### config.mk
export PLATFORM = sky130hd
export DESIGN_NAME = bp_train_unit
export DESIGN_NICKNAME = d
export VERILOG_FILES = /design/src/rtl/bp_pkg.sv /design/src/rtl/bp_train_fifo.sv /design/src/rtl/bp_train_unit.sv
export SDC_FILE = /design/constraint.sdc
export NUM_CORES = 1
export LEC_CHECK = 0
export ABC_AREA = 0
export CORE_AREA = 3 3 162 164
export DETAILED_ROUTE_END_ITERATION = 12
export DIE_AREA = 0 0 165 167
export GPL_TIMING_DRIVEN = 0
export PLACE_DENSITY = 0.93
export SYNTH_ARGS = -nofsm -noshare
export SYNTH_HDL_FRONTEND = slang
export SYNTH_SLANG_ARGS = --single-unit
### constraint.sdc
create_clock -name CLK -period 11.2 [get_ports CLK]
set_input_delay 2.24 -clock CLK [delete_from_list [all_inputs] [get_ports CLK]]
set_output_delay 2.24 -clock CLK [all_outputs]
set_load 0.05 [all_outputs]
### src/rtl/bp_pkg.sv
// bp_pkg: shared defaults, in-flight entry type and training FSM states for bp_train_unit.
package bp_pkg;
   localparam int BP_HIST_LEN = 16;
   localparam int BP_WEIGHT_W = 8;
   localparam int BP_ROW_W    = 6;
   localparam int BP_THETA    = 44;

   typedef struct packed {
      logic [31:0]            pc;
      logic [BP_HIST_LEN-1:0] hist;
      logic [15:0]            sum;
      logic                   taken;
   } bp_entry_t;

   typedef enum logic [1:0] {IDLE, READ, WRITE, DONE} bp_state_t;
endpackage

### src/rtl/bp_train_fifo.sv
// bp_train_fifo: in-order DEPTH-entry queue of issued predictions; flush empties it and drops a same-cycle push.
module bp_train_fifo
   import bp_pkg::*;
#(
   parameter int  DEPTH   = 8,
   parameter type entry_t = bp_entry_t
) (
   input  logic   clk,
   input  logic   rst_n,
   input  logic   push,
   input  logic   pop,
   input  logic   flush,
   input  entry_t din,
   output entry_t dout,
   output logic   full,
   output logic   empty
);
   localparam int AW = (DEPTH > 1) ? $clog2(DEPTH) : 1;

   entry_t        mem [DEPTH];
   logic [AW-1:0] wp, rp;
   logic [AW:0]   cnt;
   logic          do_push, do_pop;

   function automatic logic [AW-1:0] nxt(input logic [AW-1:0] p);
      return (p == AW'(DEPTH - 1)) ? '0 : p + 1'b1;
   endfunction

   assign full    = cnt == (AW+1)'(DEPTH);
   assign empty   = cnt == '0;
   assign do_push = push && !full && !flush;
   assign do_pop  = pop && !empty && !flush;
   assign dout    = mem[rp];

   always_ff @(posedge clk or negedge rst_n)
      if (!rst_n) begin
         wp  <= '0;
         rp  <= '0;
         cnt <= '0;
      end else if (flush) begin
         wp  <= '0;
         rp  <= '0;
         cnt <= '0;
      end else begin
         if (do_push) wp <= nxt(wp);
         if (do_pop) rp <= nxt(rp);
         cnt <= cnt + (AW+1)'(do_push) - (AW+1)'(do_pop);
      end

   always_ff @(posedge clk)
      if (do_push) mem[wp] <= din;
endmodule

### src/rtl/bp_train_unit.sv
// bp_train_unit: queues issued perceptron predictions and, on a resolution that needs it, walks the
// weight row read-modify-write for every column; counters exist only with BP_TRAIN_STATS_EN.
module bp_train_unit
   import bp_pkg::*;
#(
   parameter int HIST_LEN = BP_HIST_LEN,
   parameter int WEIGHT_W = BP_WEIGHT_W,
   parameter int ROW_W    = BP_ROW_W,
   parameter int DEPTH    = 8,
   parameter int THETA    = BP_THETA
) (
   input  logic                CLK,
   input  logic                RES,
   input  logic                pred_valid,
   output logic                pred_ready,
   input  logic [31:0]         pred_pc,
   input  logic [HIST_LEN-1:0] pred_hist,
   input  logic [15:0]         pred_sum,
   input  logic                pred_taken,
   input  logic                res_valid,
   output logic                res_ready,
   input  logic                res_taken,
   input  logic                flush,
   output logic                w_req,
   output logic                w_we,
   output logic [ROW_W-1:0]    w_row,
   output logic [4:0]          w_col,
   output logic [WEIGHT_W-1:0] w_wdata,
   input  logic [WEIGHT_W-1:0] w_rdata,
   output logic                busy,
   output logic [31:0]         mispred_cnt,
   output logic [31:0]         train_cnt
);
   localparam int CW = $clog2(HIST_LEN + 1);
   localparam logic [WEIGHT_W-1:0] WMAX = {1'b0, {(WEIGHT_W-1){1'b1}}};
   localparam logic [WEIGHT_W-1:0] WMIN = {1'b1, {(WEIGHT_W-1){1'b0}}};

   typedef struct packed {
      logic [31:0]         pc;
      logic [HIST_LEN-1:0] hist;
      logic [15:0]         sum;
      logic                taken;
   } entry_t;

   entry_t            din, head;
   logic              full, empty, pop, mis, train, up, t, unused;
   logic [16:0]       mag;
   logic [ROW_W-1:0]  row;
   logic [HIST_LEN:0] x;
   logic [CW-1:0]     c;
   bp_state_t         state;

   assign din = {pred_pc, pred_hist, pred_sum, pred_taken};

   bp_train_fifo #(.DEPTH(DEPTH), .entry_t(entry_t)) u_fifo (
      .clk   (CLK),
      .rst_n (RES),
      .push  (pred_valid && pred_ready),
      .pop   (pop),
      .flush (flush),
      .din   (din),
      .dout  (head),
      .full  (full),
      .empty (empty)
   );

   assign pred_ready = !full;
   assign res_ready  = state == IDLE && !empty && !flush;
   assign pop        = res_valid && res_ready;
   assign mis        = res_taken != head.taken;
   // 17-bit magnitude so that -32768 maps to +32768 instead of wrapping
   assign mag        = head.sum[15] ? 17'h0 - {1'b1, head.sum} : {1'b0, head.sum};
   assign train      = mis || mag <= 17'(THETA);
   assign unused     = ^{head.pc[31:ROW_W+2], head.pc[1:0]};

   always_ff @(posedge CLK or negedge RES)
      if (!RES) begin
         state <= IDLE;
         c     <= '0;
         row   <= '0;
         x     <= '0;
         t     <= 1'b0;
      end else case (state)
         IDLE: if (pop && train) begin
            state <= READ;
            c     <= '0;
            row   <= head.pc[ROW_W+1:2];
            x     <= {head.hist, 1'b1};
            t     <= res_taken;
         end
         READ:  state <= WRITE;
         WRITE: begin
            state <= (c == CW'(HIST_LEN)) ? DONE : READ;
            c     <= c + 1'b1;
         end
         default: state <= IDLE;
      endcase

   // x[0] is the constant bias input, x[c] = hist[c-1] otherwise
   assign up      = x[c] == t;
   assign w_req   = state == READ || state == WRITE;
   assign w_we    = state == WRITE;
   assign busy    = state != IDLE;
   assign w_row   = row;
   assign w_col   = 5'(c);
   assign w_wdata = up ? ((w_rdata == WMAX) ? w_rdata : w_rdata + 1'b1)
                       : ((w_rdata == WMIN) ? w_rdata : w_rdata - 1'b1);

`ifdef BP_TRAIN_STATS_EN
   always_ff @(posedge CLK or negedge RES)
      if (!RES) begin
         mispred_cnt <= '0;
         train_cnt   <= '0;
      end else if (pop) begin
         mispred_cnt <= mispred_cnt + 32'(mis);
         train_cnt   <= train_cnt + 32'(train);
      end
`else
   assign mispred_cnt = '0;
   assign train_cnt   = '0;
`endif
endmodule

==> metrics.md <==
| Metric | Value |
|---|---|
| Share of cells above drive strength 1 | `0.260` |
| Worst slew pin tran | `1.00 ns` |
| Die ar. | `27600 um2` |
| Required time of the critical path | `8.96 ns` |
| Post-synth top area cell | `edfxtp_1` |
| Placer Congestion | `around 0.85` |
| Period minus WS final | `7.52 ns` |
| Hold_buf cts | `0` |
| Mapped cell area | `15200 um2` |
| Wire length per cell | `24.5 um` |
| Vias in the first global route | `about 8600` |
| Final Setup Violations | `0` |
| Hpwl dp | `between 20000 and 25000 um` |
| CTS root buf | `clkbuf_16` |
| DR pass1 iterations | `5` |
| Warnings, synthesis | `0` |
| RSZ-0062 raised after global routing | `no` |
| TritonCTS clock tree | `done` |
| Nets | `1138` |
| Initial antenna violation count | `2` |
| Area delta synth->final | `18.3%` |
| Max_slew headroom | `0.332` |
| # port buffers | `76` |
| Clk Latency, worst-skew pair | `between 0.5 and 0.6 ns` |
| Leak | `6.29 nW` |
| Total negative slack | `0 ns` |
| Global route total overflow | `0` |
| ANT cells | `0` |
| FMAX | `about 0.13 GHz` |
| Pins Over Slew Limit | `0` |
| WP data arrival | `5.28 ns` |
| Peak supply drop | `0.000284 V` |
| Post-CTS repair timing setup buffer count | `0` |
| Reg clk slew, reported paths | `0.06 ns` |
| Fin. Hold Viols | `0` |
| H-Tree Depth | `2` |
| Boundary pin count | `167` |
| Setup CP Type | `in -> out` |
| Cells after DPL | `1335` |
| Post-Route WL | `about 34000 um` |
| Post-synthesis register bit count | `353` |
| Fin crit share | `0.672` |
| Cts bufs inserted | `34` |
| Longest Clk Path Bufs | `3` |
| First-pass GRT wire length | `between 50000 and 60000 um` |
| Setup Skew | `0.0188 ns` |
| Total Routing Usage GR | `0.249` |
| Max cap viols | `0` |
| Tot Pwr | `between 0.003 and 0.004 W` |
| Cell Count, Final, Fillers Out | `1395` |
| Die width | `165 um` |
| EDFF count, synth | `312` |
| Post-route cell area | `18000 um2` |
| Cell count after synthesis | `851` |
| Post-synth top area share | `0.616` |
| Avg Synthesized Cell Area | `17.9 um2` |
| Synth Flop Type | `edfxtp_1` |
| CORE AREA | `approximately 25000 um2` |
| DR iter-0 viols | `1168` |
| Status | `finished, final reports clean` |
| Drt drc | `0` |
| Power Dens Cells | `221 nW/um2` |
| Dpl cell area | `16900 um2` |
| CTS resizes | `0` |
| Via Count | `8668` |
| Endpoint type of the worst setup path | `primary output` |
| Largest net degree at the start of global routing | `31` |
| Worst-path fanout max | `7` |
| Antenna Nets Post-Route | `0` |
| Post-synthesis sequential area ratio | `0.684` |
| Floorplan row count | `58` |
| Netlist cell types | `59` |
| Final design utilization | `0.718` |
| Die H | `167 um` |
| Asr flop ratio synth | `0.116` |
| Clock sink total | `~350` |
| CP Launch Type | `primary input` |
| HP Class | `reg -> reg` |
| Initial Util | `0.607` |
| Top cells by area, synth | `edfxtp_1, mux4_2, dfrtp_1` |
| Via-to-Cell Ratio | `6.21` |
## flip-flops by register name (all words and copies together), names as in the netlist
register / count
state: 2
x: 17
w_row: 6
u_fifo.wp: 3
u_fifo.rp: 3
u_fifo.mem: 312
u_fifo.cnt: 4
w_col: 5
t: 1
## cells in the mapped netlist, types with 3 or more instances
| cell type | count |
|---|---|
| mux2i_1 | 14 |
| a21oi_1 | 16 |
| buf_4 | 64 |
| nor3b_1 | 4 |
| nand4_1 | 5 |
| and3_1 | 4 |
| nand2b_1 | 10 |
| clkbuf_1 | 12 |
| o22ai_1 | 4 |
| ha_1 | 17 |
| xor2_1 | 4 |
| nand2_1 | 32 |
| nor2_1 | 40 |
| o31ai_1 | 3 |
| xnor2_1 | 7 |
| and2_1 | 3 |
| mux2_4 | 11 |
| a211o_1 | 3 |
| mux2_1 | 9 |
| a311o_1 | 3 |
| nand3_1 | 12 |
| buf_1 | 10 |
| nor3_1 | 14 |
| mux2_2 | 36 |
| buf_6 | 3 |
| dfrtp_1 | 41 |
| nor2b_1 | 4 |
| buf_2 | 5 |
| inv_1 | 20 |
| o21ai_0 | 11 |
| or3_1 | 5 |
| mux4_2 | 79 |
| edfxtp_1 | 312 |
| a31oi_1 | 4 |
## metrics by stage
stage	hold slack, ns	worst slack [ns]
after floorplan	0.429	4.72
after global placement	0.451	2.51
after detailed placement	0.455	3.70
after CTS	0.481	3.69
after global routing	0.492	3.50
final	0.481	3.68
## placed cells by master (no fill, tap or decap), types with 11 or more instances in the layout
master and instances:
nand2_1 32, dfrtp_1 41, ha_1 17, conb_1 64, mux2_2 36, nor2_1 34
nor3_1 12, o21ai_0 11, a21oi_1 16, mux2_4 11, buf_4 64, clkbuf_1 19
edfxtp_1 312, inv_1 20, clkdlybuf4s50_1 75, mux2i_1 14, clkbuf_16 35, mux4_2 79
nand3_1 12
## worst max-delay path, cell delays in order
cell and delay [ns]:
clkdlybuf4s50_1 0.61, ha_1 0.23, and3_1 0.21, nand3_1 0.14
or3b_2 0.57, nand2b_1 0.18, mux2i_1 0.09, a21oi_1 0.17
clkdlybuf4s50_1 0.83
## cell families after synthesis
kind of cell / Yosys count / synth area share
multiplexers: 149 / 0.170
flip-flops: 353 / 0.684
buffers and inverters: 117 / 0.0484
AO/OA/AOI/OAI: 57 / 0.0259
other: 1 / 0.000247
AND/OR/NAND/NOR: 145 / 0.0499
XOR/XNOR: 11 / 0.00634
adder cells (fa/ha/maj): 18 / 0.0153
## layout make-up
cell class	count	area, um2
repair buffers	91	1020
clock inverters	18	158
flip-flops and latches	353	10400
plain buffers	96	657
multi-input cells	444	4370
fillers	1394	7050
clock buffers	42	902
inverters	21	78.8
well taps	330	413
## path summary, 6_finish.rpt
check / startpoint / endpoint / slack, ns / cells past startpoint
worst max-delay path: w_rdata[1] / w_wdata[1] / 3.68 / 9
worst min-delay path: x[0] / x[0] / 0.48 / 1
worst max register to register: u_fifo.rp[2] / w_col[4] / 6.28 / 12
worst min register to register: x[0] / x[0] / 0.48 / 1
max in group asynchronous: RES / w_row[5] / 9.09 / 2
min in group asynchronous: RES / w_row[4] / 1.62 / 1
## routing by layer
layer  wire length [um]  up-vias  global-route usage
li1                   -     3596                   -
met5                 38        -                   0
met3               3360      154              0.0510
met4               1520        4               0.105
met1              12400     4270               0.330
met2              16800      644               0.404
## report_power, final
group          internal, W  total [W]  switching (W)  leakage [nW]
Sequential         0.00153    0.00159      0.0000634          3.33
Clock             0.000641    0.00111       0.000466         0.520
Combinational     0.000515    0.00128       0.000761          2.44
No activity file was read; power rests on OpenSTA's default activity.
